**src/rtl/sum_accumulator.sv**
```systemverilog
// -----------------------------------------------------------------------------
// sum_accumulator
//
// Accumulates a programmable number of 5-bit sums coming from an upstream
// 4-bit adder stage (carry in bit 4) into a TOTAL_W-bit running total.
// A run is requested with start while idle. The number of sums (num_samples)
// is captured at that moment. The block then accepts one sum per valid/ready
// handshake until the requested count is reached. Completion is signalled
// with a single-cycle done pulse.
//
// Ports
//   clk          in   1        single clock, all state changes on rising edge
//   rst_n        in   1        asynchronous active-low reset
//   start        in   1        request a new run (honoured only while idle)
//   num_samples  in   4        number of sums in the run, captured on start
//   s_in         in   5        unsigned sum from the upstream adder
//   s_valid      in   1        s_in carries a valid sum
//   s_ready      out  1        block accepts s_in this cycle
//   total        out  TOTAL_W  running / final accumulated sum
//   count        out  4        number of sums accepted in the current run
//   busy         out  1        a run is in progress (accumulating or done)
//   done         out  1        one-cycle pulse at run completion
// -----------------------------------------------------------------------------
module sum_accumulator #(
  parameter int TOTAL_W = 9
) (
  input  logic               clk,
  input  logic               rst_n,
  input  logic               start,
  input  logic [3:0]         num_samples,
  input  logic [4:0]         s_in,
  input  logic               s_valid,
  output logic               s_ready,
  output logic [TOTAL_W-1:0] total,
  output logic [3:0]         count,
  output logic               busy,
  output logic               done
);

  // Zero-extension width for the 5-bit input sum (TOTAL_W is at least 9).
  localparam int PAD_W = TOTAL_W - 5;

  typedef enum logic [1:0] {
    ST_IDLE  = 2'd0,
    ST_ACCUM = 2'd1,
    ST_DONE  = 2'd2
  } state_t;

  state_t             state_r;
  state_t             state_nxt_s;
  logic [3:0]         n_r;
  logic [TOTAL_W-1:0] total_r;
  logic [3:0]         count_r;

  logic               accept_start_s;
  logic               xfer_s;
  logic               last_xfer_s;
  logic               ready_s;
  logic               busy_s;
  logic               done_s;
  logic [TOTAL_W-1:0] s_in_ext_s;

  // The handshake depends on the state alone, so s_ready never follows
  // s_valid combinationally.
  assign accept_start_s = (state_r == ST_IDLE) && start;
  assign xfer_s         = ready_s && s_valid;
  // count_r is the number already accepted; this transfer is the N-th one.
  assign last_xfer_s    = xfer_s && (count_r == (n_r - 4'd1));
  assign s_in_ext_s     = {{PAD_W{1'b0}}, s_in};

  // State register.
  always_ff @(posedge clk or negedge rst_n) begin
    if (!rst_n) begin
      state_r <= ST_IDLE;
    end else begin
      state_r <= state_nxt_s;
    end
  end

  // Next-state logic; an unreachable encoding falls back to idle.
  always_comb begin
    state_nxt_s = state_r;
    case (state_r)
      ST_IDLE: begin
        if (start) begin
          // An empty run goes straight to completion.
          if (num_samples == 4'd0) begin
            state_nxt_s = ST_DONE;
          end else begin
            state_nxt_s = ST_ACCUM;
          end
        end else begin
          state_nxt_s = ST_IDLE;
        end
      end
      ST_ACCUM: begin
        if (last_xfer_s) begin
          state_nxt_s = ST_DONE;
        end else begin
          state_nxt_s = ST_ACCUM;
        end
      end
      ST_DONE: begin
        state_nxt_s = ST_IDLE;
      end
      default: begin
        state_nxt_s = ST_IDLE;
      end
    endcase
  end

  // Output decode from the state register only.
  always_comb begin
    ready_s = 1'b0;
    busy_s  = 1'b0;
    done_s  = 1'b0;
    case (state_r)
      ST_IDLE: begin
        ready_s = 1'b0;
        busy_s  = 1'b0;
        done_s  = 1'b0;
      end
      ST_ACCUM: begin
        ready_s = 1'b1;
        busy_s  = 1'b1;
        done_s  = 1'b0;
      end
      ST_DONE: begin
        ready_s = 1'b0;
        busy_s  = 1'b1;
        done_s  = 1'b1;
      end
      default: begin
        ready_s = 1'b0;
        busy_s  = 1'b0;
        done_s  = 1'b0;
      end
    endcase
  end

  // Run length capture: N is only loaded on an accepted start, so later
  // changes on num_samples cannot disturb a run in progress.
  always_ff @(posedge clk or negedge rst_n) begin
    if (!rst_n) begin
      n_r <= 4'd0;
    end else if (accept_start_s) begin
      n_r <= num_samples;
    end else begin
      n_r <= n_r;
    end
  end

  // Accumulator and transfer counter. Both clear on an accepted start and
  // otherwise hold, so the final result stays visible while idle.
  always_ff @(posedge clk or negedge rst_n) begin
    if (!rst_n) begin
      total_r <= {TOTAL_W{1'b0}};
      count_r <= 4'd0;
    end else if (accept_start_s) begin
      total_r <= {TOTAL_W{1'b0}};
      count_r <= 4'd0;
    end else if (xfer_s) begin
      // Unsigned, wraps modulo 2^TOTAL_W; 15 x 31 fits in the default width.
      total_r <= total_r + s_in_ext_s;
      count_r <= count_r + 4'd1;
    end else begin
      total_r <= total_r;
      count_r <= count_r;
    end
  end

  assign s_ready = ready_s;
  assign busy    = busy_s;
  assign done    = done_s;
  assign total   = total_r;
  assign count   = count_r;

endmodule

```
**config.mk**
```make
export PLATFORM = sky130hd
export DESIGN_NAME = sum_accumulator
export DESIGN_NICKNAME = d
export VERILOG_FILES = /design/src/rtl/sum_accumulator.sv
export SDC_FILE = /design/constraint.sdc
export NUM_CORES = 1
export LEC_CHECK = 0
export CAP_MARGIN = 20
export CORE_MARGIN = 2
export CORE_UTILIZATION = 52
export DETAILED_ROUTE_END_ITERATION = 8
export GPL_ROUTABILITY_DRIVEN = 0
export GPL_TIMING_DRIVEN = 0
export PLACE_DENSITY = 0.81
export REMOVE_ABC_BUFFERS = 1
export SKIP_LAST_GASP = 1
export SYNTH_ARGS = -nofsm -noshare
export SYNTH_HDL_FRONTEND = slang
export SYNTH_SLANG_ARGS = --single-unit
```
**constraint.sdc**
```tcl
create_clock -name clk -period 5.68 [get_ports clk]
set_clock_uncertainty 0.15 [all_clocks]
set_input_delay 1.136 -clock clk [delete_from_list [all_inputs] [get_ports clk]]
set_output_delay 1.136 -clock clk [all_outputs]
set_load 0.005 [all_outputs]
```
==> metrics.md, run 1 <==
| Metric | Value |
|---|---|
| Post-DP HPWL | 1740 microns |
| H-tree levels | 1 |
| FP Rows | 17 |
| Met3 wire length | 81 microns |
| EDFF count, synth | 0 |
| CTS tree | yes |
| Detail Route Antenna Nets | 0 |
| Leak Pwr | 0.688 nW |
| Buffers on Ports | 28 |
| Worst slew pin tran | 0.852 ns |
| Reg-to-reg endpoint | total[6] |
| Top layer in use | met4 |
| Outcome | finished clean |
| Syn_area_per_cell | 9.56 sq um |
| Vias/cell | 5.51 |
| Clock sinks | 19 |
| CORE AREA | 0.00215 sq mm |
| Critical path peak fanout | 4 |
| PwrDens | 478 mW/mm^2 |
| RSZ-0062 raised after global routing | false |
| DR vias | 969 |
| CTS resizes | 0 |
| Post-synth top area share | 0.414 |
| Setup_tns | 0 ns |
| Period utilization | 0.496 |
| P&R area growth vs syn | 28.2% |
| Final Setup Violations | 0 |
| Fin crit period | 2.82 ns |
| Chip width | 51.0 microns |
| Wire per inst | 13.4 microns |
| Setup slack after layout | 2.86 ns |
| Largest net degree at the start of global routing | 20 |
| M1 WL | 1040 microns |
| Hold Crit Endpoint | n_r[3] |
| Clk_lat worst skew | 0.31 ns |
| Worst vdd ir | 0.222 mV |
| Worst R2R Path Depth | 6 |
| Flops & latches, synth | 19 |
| Top cells by count, synth | 24 x nand2_1, 19 x dfrtp_1, 10 x ha_1 |
| Sequential element share of the synthesized area | 0.414 |
| F_max | 355 MHz |
| Max Cap Violations | 0 |
| Post-Route WL | 2370 microns |
| Die area | 0.00260 sq mm |
| DP Area | 0.00144 sq mm |
| I/O pin total | 29 |
| Dominant cell by count in the synthesized netlist | nand2_1 |
| Crit path arrival time | 1.53 ns |
| Hold Crit Start | n_r[3] |
| Synth warn | 0 |
| Fill cell total of the finished layout | 179 |
| Synthesized instance count | 120 |
| Yosys top cell by area | dfrtp_1 |
| Post-route cell area | 0.00147 sq mm |
| Slew Viols, Final | 0 |
| Worst slew margin | 0.431 |
| 1st-iter DRT viols | 13 |
| Top_reg_cell synth | dfrtp_1 |
| Post-synthesis cell type count | 35 |
| Async set-or-reset flop fraction in the synthesized netlist | 1.00 |
| Postcts setup bufs | 0 |
| Share of cells above drive strength 1 | 0.0676 |
| Detail Route met2 WL | 1210 microns |
| Hold Fails Final Rpt | 0 |
| Die H | 51.0 microns |
| Initial core utilization | 0.534 |
| Required time worst endpoint | 4.39 ns |
| Post-synthesis cell area | 0.00115 sq mm |
| Post-place setup slack | 2.55 ns |
| GRT Total Usage | 0.206 |
| Gr ovfl total | 0 |
| Worst Hold Depth | 2 |
| CTS clk-pin slew, worst paths | 0.11 ns |
| CP Capture Type | output port |
| Initial antenna violation count | 0 |
| Post-CTS Hold Buffers | 0 |
| ANT cells | 0 |
| R2R setup slack | 3.70 ns |
| # nets final | 173 |
| Root Buffer | clkbuf_4 |
| Vias in the first global route | 961 |
| Crit Reg-Reg Startpoint | total[0] |
| Worst min path class | register to register |
| First-pass detailed-route iteration total | 4 |
| Number of CTS-inserted buffers | 3 |
| Setup crit start kind | register |
| Global-route wire length before repair | 4040 microns |
| Clock buffer depth | 2 |
| Top cells by area, synth | dfrtp_1 41%, ha_1 11%, nand2_1 7.9%, xnor2_1 4.6%, xor2_1 3.1% |
| DRC errors left | 0 |
| Crit path kind | register to output port |
[power by group]
part | switching (mW) | total, mW | internal (mW)
Combinational | 0.185 | 0.391 | 0.206
Clock | 0.0451 | 0.0715 | 0.0263
Sequential | 0.0524 | 0.241 | 0.188
[through the flow]
step                total power, mW  utilization  cells  hold slack [ns]
floorplan                     0.483            -    116            0.315
global placement              0.618        0.672    172            0.329
detailed placement            0.634        0.672    172            0.343
CTS                           0.708        0.685    176            0.376
global route                  0.762        0.685    176            0.425
finish                        0.703        0.685    176            0.370
[flip-flops by register name (all words and copies together), names as in the netlist]
register	cells
state_r	2
count	4
total	9
n_r	4
[layout make-up]
type | count | area [sq um] | share of cell area
clock inverter | 1 | 5.00 | 0.00340
multi-input combinational | 93 | 638 | 0.434
tap | 28 | 35.0 | 0.0238
inverter | 4 | 15.0 | 0.0102
sequential | 19 | 475 | 0.323
timing repair buffer | 28 | 280 | 0.190
clock buffer | 3 | 22.5 | 0.0153
[layout by cell type (no fill, tap or decap), types with 2 or more instances in the layout]
master            n
a211oi_1          3
a21o_1            3
a21oi_1           5
a31oi_1           2
a41o_1            2
clkbuf_4          3
clkdlybuf4s50_1  28
dfrtp_1          19
ha_1             10
inv_1             4
nand2_1          24
nand3_1           2
nor2_1            8
nor3_1            2
o21ai_0           4
xnor2_1           6
xor2_1            4
[per-layer routing]
metal  up-vias  track usage
met5         -            0
met4         0       0.0811
met3         5       0.0263
met2        23        0.381
met1       466        0.239
li1        475            -
[cells by family (layout without fill, tap and decap cells)]
family          count (synthesis)  after routing  synth area share
mux                             1              1           0.00872
simple gates                   43             43             0.167
xor+xnor                       10             10            0.0763
flops                          19             19             0.414
fa+ha+maj                      11             11             0.127
buf+inv                         8             36            0.0294
compound gates                 28             28             0.178
[worst max-delay path, stage by stage, from the launching register on]
cell             delay, ns
dfrtp_1               0.41
inv_1                 0.09
ha_1                  0.21
clkdlybuf4s50_1       0.52
[worst max-delay path by stage]
stage,cells past startpoint,endpoint,slack [ns],start
after floorplan,5,total[6],3.08,s_in[0]
after global placement,6,total[6],2.58,s_in[0]
after detailed placement,6,total[6],2.55,s_in[0]
after CTS,3,s_ready,2.85,state_r[1]
after global routing,3,s_ready,2.77,state_r[1]
final,3,s_ready,2.86,state_r[1]
Note: power is estimated with default switching activity, not from simulation.
==> run 2, diff against run 1 <==
CORE_UTILIZATION = 48   (was 52)
PLACE_DENSITY = 0.75   (was 0.81)
clock period = 2.7 ns   (was 5.68 ns; I/O delays follow)
==> metrics.md, run 2 (synthesized netlist as in run 1, its figures left out) <==
| Metric | Value |
|---|---|
| RSZ-0062 raised after global routing | false |
| Outcome | finished clean |
| Detail Route Antenna Nets | 0 (unchanged) |
| Crit path kind | input pin to register |
| CP Cell Sequence | clkdlybuf4s50_1, ha_1, fa_1, a211oi_2, o21bai_2, a31oi_1, a41o_1 |
| Reg-to-reg endpoint | total[6] |
| Setup slack after layout | 0.470 ns (-2.39 ns) |
| Worst slew pin tran | 0.836 ns (-0.0160 ns) |
| Initial antenna violation count | 0 (unchanged) |
| Slew Viols, Final | 0 (unchanged) |
| Critical path peak fanout | 4 (unchanged) |
| Final Setup Violations | 0 (unchanged) |
| Setup crit start kind | input pin |
| Clock sinks | 19 (unchanged) |
| P&R area growth vs syn | 28.1% (about the same) |
| Comb pwr share | 0.561 (+0.005) |
| CTS resizes | 0 (unchanged) |
| Max Cap Violations | 0 (unchanged) |
| Leak Pwr | 0.685 nW (-0.40%) |
| Worst R2R Path Depth | 6 (unchanged) |
| Period utilization | 0.826 |
| Largest register FFs | 9 (unchanged) |
| Gr ovfl total | 0 (unchanged) |
| Cell family with most CP delay | compound AO/OA/AOI/OAI gates |
| Most frequent cells in the layout | 28 x clkdlybuf4s50_1, 24 x nand2_1, 19 x dfrtp_1, 10 x ha_1, 8 x nor2_1 |
| Die area | 0.00280 sq mm (+7.7%) |
| CORE AREA | 0.00223 sq mm (+4.0%) |
| R2R setup slack | 0.73 ns (-2.97 ns) |
| DRC errors left | 0 (unchanged) |
| 1st-iter DRT viols | 16 (+3) |
| I/O pin total | 29 (unchanged) |
| Sw Ratio | 0.398 (-0.00334) |
| GR Layer Usage met2 | 0.335 (-0.0455) |
| Postcts setup bufs | 0 (unchanged) |
| CP max stage cell | fa_1 |
| GRT Total Usage | 0.206 (about the same) |
| Post-CTS Hold Buffers | 0 (unchanged) |
| Vias in the first global route | 944 (-1.8%) |
| Net switching power | 0.588 mW (+110%) |
| Root Buffer | clkbuf_4 |
| Setup_tns | 0 ns (unchanged) |
| Number of CTS-inserted buffers | 3 (unchanged) |
| CTS tree | yes |
| Global Route met1 Usage | 0.264 (+0.0255) |
| Vias/cell | 5.46 (-0.83%) |
| Seq pwr share | 0.341 (-0.002) |
| Post-place setup slack | 0.158 ns (-2.39 ns) |
| Hold Crit Start | n_r[3] |
| Crit-path max cell delay | 0.44 ns (-0.08 ns) |
| First-pass detailed-route iteration total | 5 (+1) |
| Post-DP HPWL | 1790 microns (+2.5%) |
| Worst Hold Depth | 2 (unchanged) |
| Fin crit period | 2.23 ns |
| Crit Reg-Reg Startpoint | total[0] |
| ANT cells | 0 (unchanged) |
| Clock buffer depth | 2 (unchanged) |
| FP Rows | 17 (unchanged) |
| F_max | 449 MHz |
| Required time worst endpoint | 2.79 ns (-1.60 ns) |
| # nets final | 173 (unchanged) |
| Largest net degree at the start of global routing | 20 (unchanged) |
| Worst min path class | register to register |
| DR vias | 961 (-0.83%) |
| PwrDens | 1000 mW/mm^2 (+110%) |
| Chip width | 52.9 microns (+3.8%) |
| Most common cell after layout, fill and taps aside | clkdlybuf4s50_1 |
| Share of cells above drive strength 1 | 0.0608 (-0.00676) |
| Wire per inst | 13.5 microns (+0.59%) |
| Clk_lat worst skew | 0.29 ns (-0.02 ns) |
| Buffers on Ports | 28 (unchanged) |
| Post-Route WL | 2380 microns (+0.59%) |
| Buf/Inv on CP | 1 (-1) |
| CTS clk-pin slew, worst paths | 0.11 ns (about the same) |
| Int Power | 0.888 mW (+110%) |
| Share of total power in the clock network | 0.098 (-0.004) |
| H-tree levels | 1 (unchanged) |
| Most used routing layer | met2 |
| Crit path arrival time | 2.32 ns (+0.79 ns) |
| Worst slew margin | 0.441 (+0.0107) |
| Hold Crit Endpoint | n_r[3] |
| Die H | 52.9 microns (+3.8%) |
| Initial core utilization | 0.514 (-0.0203) |
| GR Layer Usage met3 | 0.0424 (+0.0161) |
| Worst vdd ir | 0.533 mV (+140%) |
| CP Capture Type | register |
| Global-route wire length before repair | 4090 microns (+1.2%) |
| Hold Fails Final Rpt | 0 (unchanged) |
-- run 2: cell count changes in the layout (fill, tap and decap cells not counted) --
cell,delta
clkinv_2,-1
clkbuf_1,+1
-- run 2: layout make-up --
type,instances,area (sq um)
tap,28,35.0
inverter,4,15.0
fill,196,763
multi-input combinational,93,638
clock buffer,4,26.3
timing repair buffer,28,280
sequential,19,475
-- run 2: through the flow --
step	util	instances	area, sq um	hold WS (ns)	total power [mW]
finish	0.658	176	1470	0.371	1.48
global placement	0.646	172	1440	0.331	1.30
global route	0.658	176	1470	0.436	1.61
CTS	0.658	176	1470	0.367	1.49
detailed placement	0.646	172	1440	0.338	1.34
floorplan	-	116	1130	0.0944	1.02
-- run 2: routing by layer --
layer,share of wire,vias up
li1,-,480
met1,0.46,453
met2,0.48,24
met3,0.042,4
met4,0.015,0
met5,0,-
-- run 2: worst max-delay path by stage --
stage                  from       end  cells after the start
finish              s_in[0]  total[6]                      7
CTS                 s_in[0]  total[6]                      7
global route        s_in[0]  total[6]                      7
floorplan           s_in[0]  total[6]                      5
detailed placement  s_in[0]  total[6]                      7
global placement    s_in[0]  total[6]                      6
-- run 2: power groups by stage --
stage | Clock, mW | Combinational, mW | Sequential [mW]
floorplan | 0 | 0.519 | 0.498
global placement | 0 | 0.797 | 0.502
detailed placement | 0 | 0.831 | 0.509
CTS | 0.147 | 0.836 | 0.504
global route | 0.160 | 0.932 | 0.522
finish | 0.144 | 0.828 | 0.504
-- run 2: tightest hold or removal path: stages (launching register included) --
cell     delay [ns]
dfrtp_1        0.38
nand2_1        0.06
nand2_1        0.06
==> run 3, diff against run 2 <==
clock period = 2.1 ns   (was 2.7 ns; I/O delays follow)
==> metrics.md, run 3 (synthesized netlist as in run 1, its figures left out) <==
| Metric | Value |
|---|---|
| Outcome | finished clean |
| H-tree levels | 1 (unchanged) |
| Vias/cell | 5.42 (-0.65%) |
| Met3 wire length | 61 microns (-39%) |
| First-pass detailed-route iteration total | 4 (-1) |
| Leak Pwr | 0.714 nW (+4.2%) |
| Die H | 52.9 microns (unchanged) |
| Post-Route WL | 2480 microns (+4.2%) |
| Number of CTS-inserted buffers | 3 (unchanged) |
| Most frequent cells in the layout | 26 x clkdlybuf4s50_1, 24 x nand2_1, 19 x dfrtp_1, 8 x nor2_1, 8 x ha_1 |
| CP Capture Type | output port |
| CTS clk-pin slew, worst paths | 0.10 ns (about the same) |
| Worst hold margin | 0.371 ns (-0.0000400 ns) |
| Die area | 0.00280 sq mm (unchanged) |
| CORE AREA | 0.00223 sq mm (unchanged) |
| Max Cap Violations | 0 (unchanged) |
| Clock sinks | 19 (unchanged) |
| Hold Fails Final Rpt | 0 (unchanged) |
| Clk_lat worst skew | 0.29 ns (about the same) |
| PwrDens | 1300 mW/mm^2 (+30%) |
| Final Setup Violations | 0 (unchanged) |
| RSZ-0062 raised after global routing | false |
| Buffers on Ports | 28 (unchanged) |
| Crit path kind | register to output port |
| Chip width | 52.9 microns (unchanged) |
| Initial core utilization | 0.514 (unchanged) |
| CTS tree | yes |
| # nets final | 176 (+1.7%) |
| Clock buffer depth | 2 (unchanged) |
| I/O pin total | 29 (unchanged) |
| Period utilization | 0.967 |
| DR vias | 971 (+1.0%) |
| P&R area growth vs syn | 32.7% |
| Worst slew margin | 0.427 (-0.0143) |
| Wire per inst | 13.9 microns (+2.5%) |
| Required time worst endpoint | 1.53 ns (-1.26 ns) |
| Worst min path class | register to register |
| Global-route wire length before repair | 4160 microns (+1.7%) |
| Largest net degree at the start of global routing | 20 (unchanged) |
| Detail Route met2 WL | 1210 microns (+5.3%) |
| Post-DP HPWL | 1790 microns (unchanged) |
| Root Buffer | clkbuf_4 |
| Vias in the first global route | 955 (+1.2%) |
| Detail Route Antenna Nets | 0 (unchanged) |
| Post-CTS Hold Buffers | 0 (unchanged) |
| ANT cells | 0 (unchanged) |
| Initial antenna violation count | 0 (unchanged) |
| M1 WL | 1160 microns (+5.9%) |
| Largest register FFs | 9 (unchanged) |
| GRT Total Usage | 0.210 (+0.00362) |
| Most common cell after layout, fill and taps aside | clkdlybuf4s50_1 |
| Worst slew pin tran | 0.857 ns (+0.0214 ns) |
| Worst vdd ir | 0.719 mV (+35%) |
| F_max | 493 MHz |
| Gr ovfl total | 0 (unchanged) |
| Setup crit start kind | register |
| Overall Power | 1.98 mW (+34%) |
| 1st-iter DRT viols | 17 (+1) |
| Fin crit period | 2.03 ns |
| Critical path peak fanout | 4 (unchanged) |
| FP Rows | 17 (unchanged) |
| Crit path arrival time | 1.46 ns (-0.86 ns) |
| Top layer in use | met4 |
| Share of cells above drive strength 1 | 0.106 (+0.0451) |
| Slew Viols, Final | 0 (unchanged) |
| DRC errors left | 0 (unchanged) |
## run 3: worst paths after layout
check	startpoint	endpoint	slack, ns	depth (start not counted)
setup / recovery	state_r[0]	s_ready	0.07	3
hold / removal	n_r[3]	n_r[3]	0.37	2
setup reg to reg	total[0]	total[6]	0.17	5
hold reg to reg	n_r[3]	n_r[3]	0.37	2
max in group asynchronous	rst_n	total[2]	0.81	1
min in group asynchronous	rst_n	total[8]	0.45	1
## run 3: per-stage QoR
step                std cells  utilization  TNS, ns  instance area [sq um]  setup WS [ns]
floorplan                 116            -        0                   1130          0.211
global placement          172        0.646   -0.835                   1440         -0.291
detailed placement        172        0.646   -0.927                   1440         -0.322
CTS                       177        0.664        0                   1480         0.0172
global route              179        0.682        0                   1520         0.0170
finish                    179        0.682        0                   1520         0.0699
## run 3: cell type report
cell class              count  area (sq um)
clock buffers               4          26.3
fillers                   190           711
inverters                   4          15.0
multi-input cells          93           663
flip-flops and latches     19           475
well taps                  28          35.0
repair buffers             31           308
## run 3: power by group
group | leakage (nW) | switching [mW] | internal [mW]
registers | 0.242 | 0.141 | 0.509
clock network | 0.0150 | 0.110 | 0.0738
logic | 0.456 | 0.542 | 0.607
total | 0.714 | 0.793 | 1.19
## run 3: per-layer routing
layer  track usage  vias to the layer above
met5             0                        -
met4        0.0983                        0
met3        0.0395                        6
met2         0.344                       17
met1         0.266                      463
li1              -                      485
## run 3: what timing repair did
| action | CTS | global route |
|---|---|---|
| buffers inserted | 1 | 2 |
| gates cloned | 0 | 0 |
| gates resized for setup | 2 | 7 |
| endpoints found under the setup margin | 2 | 5 |
| pin swaps | 1 | 6 |
## run 3: worst max-delay path, stage by stage (launching register included)
cell and delay (ns):
dfrtp_1 0.40, buf_4 0.15, ha_4 0.16, clkdlybuf4s50_1 0.46
